### src/rtl/b3_serial_adder.sv
// Serial base-3 adder: one digit per clock through a single one-digit
// adder cell, with a soc/eoc request handshake and illegal-digit detection.
//
// Handshake: the requester raises soc (level) and holds x/y stable while
// soc=1. The block answers by dropping eoc while it works and raising it
// again when s/cout/err are valid. The result then holds until soc is
// seen low, so a soc held high after completion never starts a second add.

// One base-3 digit adder: sum = (a+b+cin) mod 3, cout = (a+b+cin) >= 3.
module b3_adder (
    input  logic [1:0] a,
    input  logic [1:0] b,
    input  logic       cin,
    output logic [1:0] sum,
    output logic       cout
);
    logic [2:0] total;

    // Add the two digits and the carry, then fold back into the range 0..2.
    always_comb begin
        total = {1'b0, a} + {1'b0, b} + {2'b00, cin};
        sum   = total[1:0];
        cout  = 1'b0;
        if (total >= 3'd3) begin
            sum  = 2'(total - 3'd3);
            cout = 1'b1;
        end
    end
endmodule

module b3_serial_adder #(
    parameter int N = 4
) (
    input  logic           clock,
    input  logic           reset_,
    input  logic           soc,
    input  logic [2*N-1:0] x,
    input  logic [2*N-1:0] y,
    output logic           eoc,
    output logic [2*N-1:0] s,
    output logic           cout,
    output logic           err
);
    localparam int CW = (N > 1) ? $clog2(N) : 1;

    typedef enum logic [1:0] {
        IDLE = 2'd0,
        ADD  = 2'd1,
        FAIL = 2'd2,
        WAIT = 2'd3
    } state_t;

    // State is kept as a named signal so checkers can bind to it directly.
    state_t          state;
    logic [2*N-1:0]  xr;
    logic [2*N-1:0]  yr;
    logic            carry;
    logic [CW-1:0]   cnt;

    logic [1:0]      digit_sum;
    logic            digit_cout;
    logic            illegal;
    logic [2*N+1:0]  s_shift;

    b3_adder u_digit (
        .a    (xr[1:0]),
        .b    (yr[1:0]),
        .cin  (carry),
        .sum  (digit_sum),
        .cout (digit_cout)
    );

    // Any digit encoded as 11 in either operand makes the request illegal.
    always_comb begin
        illegal = 1'b0;
        for (int i = 0; i < N; i++) begin
            if (x[2*i +: 2] == 2'b11 || y[2*i +: 2] == 2'b11) begin
                illegal = 1'b1;
            end
        end
    end

    // New sum digit enters at the top; after N shifts the LSD reaches [1:0].
    // Written as a wide shift so it also holds for N == 1.
    always_comb begin
        s_shift = {digit_sum, s} >> 2;
    end

    // Sequencer: latch operands, walk the carry chain, then hold the result.
    always_ff @(posedge clock or negedge reset_) begin
        if (!reset_) begin
            state <= IDLE;
            xr    <= '0;
            yr    <= '0;
            carry <= 1'b0;
            cnt   <= '0;
            eoc   <= 1'b1;
            s     <= '0;
            cout  <= 1'b0;
            err   <= 1'b0;
        end else begin
            case (state)
                IDLE: begin
                    if (soc) begin
                        eoc <= 1'b0;
                        if (illegal) begin
                            err   <= 1'b1;
                            s     <= '0;
                            cout  <= 1'b0;
                            state <= FAIL;
                        end else begin
                            xr    <= x;
                            yr    <= y;
                            carry <= 1'b0;
                            cnt   <= '0;
                            err   <= 1'b0;
                            state <= ADD;
                        end
                    end
                end
                ADD: begin
                    s     <= s_shift[2*N-1:0];
                    xr    <= xr >> 2;
                    yr    <= yr >> 2;
                    carry <= digit_cout;
                    cnt   <= cnt + CW'(1);
                    if (cnt == CW'(N - 1)) begin
                        cout  <= digit_cout;
                        eoc   <= 1'b1;
                        state <= WAIT;
                    end
                end
                FAIL: begin
                    eoc   <= 1'b1;
                    state <= WAIT;
                end
                WAIT: begin
                    if (!soc) begin
                        state <= IDLE;
                    end
                end
                default: begin
                    state <= IDLE;
                end
            endcase
        end
    end
endmodule
### config.mk
export PLATFORM = sky130hd
export DESIGN_NAME = b3_serial_adder
export DESIGN_NICKNAME = d
export VERILOG_FILES = /design/src/rtl/b3_serial_adder.sv
export SDC_FILE = /design/constraint.sdc
export NUM_CORES = 1
export LEC_CHECK = 0
export CAP_MARGIN = 15
export CORE_ASPECT_RATIO = 0.75
export CORE_MARGIN = 2
export CORE_UTILIZATION = 57
export DETAILED_ROUTE_END_ITERATION = 8
export PLACE_DENSITY = 0.94
export SETUP_SLACK_MARGIN = 0.1
export SLEW_MARGIN = 25
export SYNTH_ARGS = -nofsm -noshare
export SYNTH_HDL_FRONTEND = slang
export SYNTH_SLANG_ARGS = --single-unit
### constraint.sdc
create_clock -name clock -period 6.3 [get_ports clock]
set_input_delay 1.26 -clock clock [delete_from_list [all_inputs] [get_ports clock]]
set_output_delay 1.26 -clock clock [all_outputs]
set_load 0.01 [all_outputs]
==> flow_metrics.env <==
export IMPL_crit_type="in2reg"
export IMPL_cts_buffers=5
export IMPL_drcViolationCount=0
export IMPL_reg2reg_from="state[1]"
export IMPL_synth_fp_nets=172
export IMPL_fin_crit_ns=2.97
export IMPL_via_per_inst=5.61
export IMPL_setup_ws_ns=3.33
export IMPL_crit_path_start="x[0]"
export IMPL_rows=17
export IMPL_cts_root_buf="clkbuf_8"
export IMPL_holdPathEnd="xr[3]"
export IMPL_reg2reg_to="yr[1]"
export IMPL_max_freq_mhz=336
export IMPL_hold_viol=0
export IMPL_finalClockSkew_ns=0.00358
export IMPL_setup_viol=0
export IMPL_cp_max_fo=15
export IMPL_netlist_instances=146
export IMPL_endpoint_kind="register"
export IMPL_wl_per_cell_um=16.6
export IMPL_dp_hpwl_um=2690
export IMPL_syn_mean_instance_area_um2=12.2
export IMPL_chipHeight_um=52.5
export IMPL_post_place_ws_ns=3.05
export IMPL_clk_pin_slew_ns=0.06
export IMPL_status="finished, final reports clean"
export IMPL_syn_to_final_growth_pct=21.8
export IMPL_cts_setup_buffers=0
export IMPL_r2r_cells=5
export IMPL_post_route_period_util_pct=47.2
export IMPL_fillCellCount=181
export IMPL_port_buffers=29
export IMPL_crit_path_cell_trace="clkdlybuf4s50_1, a22oi_2, nand4_4, o22ai_4, mux2_2"
export IMPL_die_w_um=68.6
export IMPL_hp_start="xr[3]"
export IMPL_ios=30
export IMPL_core_um2=2960
export IMPL_final_util_pct=73.6
export IMPL_grt_pass1_vias=1299
export IMPL_cts_resized_gates=0
export IMPL_placed_area_um2=2080
export IMPL_clock_sinks=32
export IMPL_post_route_cell_area_um2=2170
export IMPL_final_layout_size_suffix_gt1_share_pct=25.7
export IMPL_clkLatencyLatePin_ns=0.29
export IMPL_hp_class="reg2reg"
export IMPL_rsz0062_at_grt="no"
export IMPL_path_depth=5
export IMPL_seq_area_frac_synth_pct=44.9
export IMPL_slew_headroom_pct=55.8
export IMPL_die_area_um2=3600
export IMPL_synth_top_area_share_pct=43.4
export IMPL_drtPass1Iterations=4
export IMPL_critPathBufInv=1
export IMPL_syn_cell_area_um2=1790
export IMPL_routabilityCongestion=0.780
export IMPL_grt_ovfl_total=0
export IMPL_reg2reg_slack_ns=3.92
export IMPL_clockBufferDepth=2
export IMPL_yosysWarnings=0
export IMPL_grt_usage_pct=24.6
export IMPL_cts_tree="built"
export IMPL_hold_depth=1
export IMPL_setup_tns_ns=0
export IMPL_synth_distinct_cells=35
export IMPL_yosys_area_top_type="dfrtp_1"
export IMPL_drt_iter0_markers=57
export IMPL_cp_top_family="compound AO/OA/AOI/OAI gates"
export IMPL_power_leakage_nw=0.935
export IMPL_synth_area_top_cells="dfrtp_1 43%, mux2_2 12%, mux2i_1 6.7%"
export IMPL_critPathMaxStageDelay_ns=0.55
export IMPL_cp_start_kind="input port"
export IMPL_drt_wl_total_um=3610
export IMPL_slowest_stage="o22ai_4"
export IMPL_postRouteAntennaNets=0
export IMPL_hold_slack_ns=0.511
export IMPL_grt_start_max_net_pins=33
export IMPL_n_antenna_cell=0
export IMPL_maxCapViolations=0
export IMPL_vdd_ir_drop_worst_v=0.000334
export IMPL_grt_pass1_wl_um=6130
export IMPL_crit_arrival_ns=3.15
export IMPL_drv_slew=0
export IMPL_htree_levels=2
export IMPL_start_util_pct=60.4
export IMPL_antenna_found_initial=0
export IMPL_fin_nets=204
export IMPL_worstPathRequired_ns=6.47
export IMPL_ys_ff_latch=32
export IMPL_cts_hold_buffers=0
export IMPL_tightest_slew_ns=0.663
export IMPL_vias=1217
export IMPL_p_per_area_nw_per_um2=496
-- where the power goes --
part           internal (W)  switching (W)
Clock             0.0000871      0.0000780
Combinational      0.000289       0.000297
Sequential         0.000284      0.0000450
-- layout by cell type, fill, tap and decap left out, drive strengths merged --
cell and n:
inv 18, o221ai 1, nor2b 1, o22ai 1, a21oi 4, nand4b 1
clkdlybuf4s50 29, nand3 1, mux2 25, clkbuf 6, mux2i 12, nand4 1
or2 1, and4 1, a21boi 1, clkinv 2, ha 5, nor3 1
fa 2, o21ai 3, a2bb2oi 1, a211oi 2, nor2 5, dfstp 1
o211ai 1, nand2 11, nand2b 1, a22o 4, a22oi 4, o31ai 1
dfrtp 31, buf 1
-- worst register-to-register path, stage by stage (launching register included) --
cell and delay, ns:
dfrtp_1 0.40, inv_1 0.09, ha_2 0.53, inv_1 0.25, o22ai_4 0.57, mux2_2 0.42
-- area by class of cell --
| cell class | instances | area, um2 | share of cell area, % |
|---|---|---|---|
| flip-flops and latches | 32 | 802 | 36.9 |
| clock buffers | 6 | 82.6 | 3.80 |
| multi-input cells | 91 | 867 | 39.9 |
| well taps | 38 | 47.5 | 2.19 |
| clock inverters | 2 | 10.0 | 0.460 |
| inverters | 18 | 67.6 | 3.11 |
| repair buffers | 30 | 298 | 13.7 |
-- worst max path at each step --
stage | end | slack [ns]
floorplan | xr[1] | 3.83
global route | yr[4] | 3.27
global placement | yr[2] | 3.14
CTS | yr[4] | 3.34
finish | yr[1] | 3.33
detailed placement | yr[4] | 3.05
-- per-stage QoR --
step,total power [W],std cells
2_1_floorplan,0.000783,146
3_3_place_gp,0.000864,209
3_5_place_dp,0.000909,209
4_1_cts,0.00108,217
5_1_grt,0.00116,217
6_report,0.00108,217
-- logic make-up after synthesis --
family                     after synthesis  share of synthesized area, %
buffers and inverters                   23                          6.66
and+or+nand+nor                         24                          7.36
muxes                                   37                          23.8
DFF                                     32                          44.9
adders and majority gates                7                          5.75
AOI/OAI and AO/OA                       23                          11.6
-- synth_stat cells --
library cell and number:
a211oi_1 2, a21boi_1 1, a21oi_1 3, a21oi_4 1, a22o_1 4, a22oi_2 4
a2bb2oi_1 1, and4_2 1, buf_12 1, buf_2 2, buf_4 1, clkbuf_8 1
dfrtp_1 31, dfstp_2 1, fa_1 2, ha_1 5, inv_1 18, mux2_2 19
mux2_4 6, mux2i_1 12, nand2_1 10, nand2_2 1, nand2b_1 1, nand3_1 1
nand4_4 1, nand4b_1 1, nor2_1 5, nor2b_1 1, nor3_1 1, o211ai_1 1
o21ai_0 3, o221ai_1 1, o22ai_4 1, o31ai_1 1, or2_2 1
-- per-layer routing --
metal	up-vias	global-route usage, %	routed length, um	share of wire, %
met3	8	9.46	161	4.5
li1	572	-	-	-
met2	24	39.7	1820	51
met1	613	29.9	1560	43
met5	-	0	0	0
met4	0	8.67	62	1.7
-- sequential cells by signal (all words and copies together), names as in the netlist --
register and flops:
s 8, cnt 2, state 2, yr 8, xr 8, err 1, cout 1, eoc 1
carry 1
Note: power is estimated with default switching activity, not from simulation.
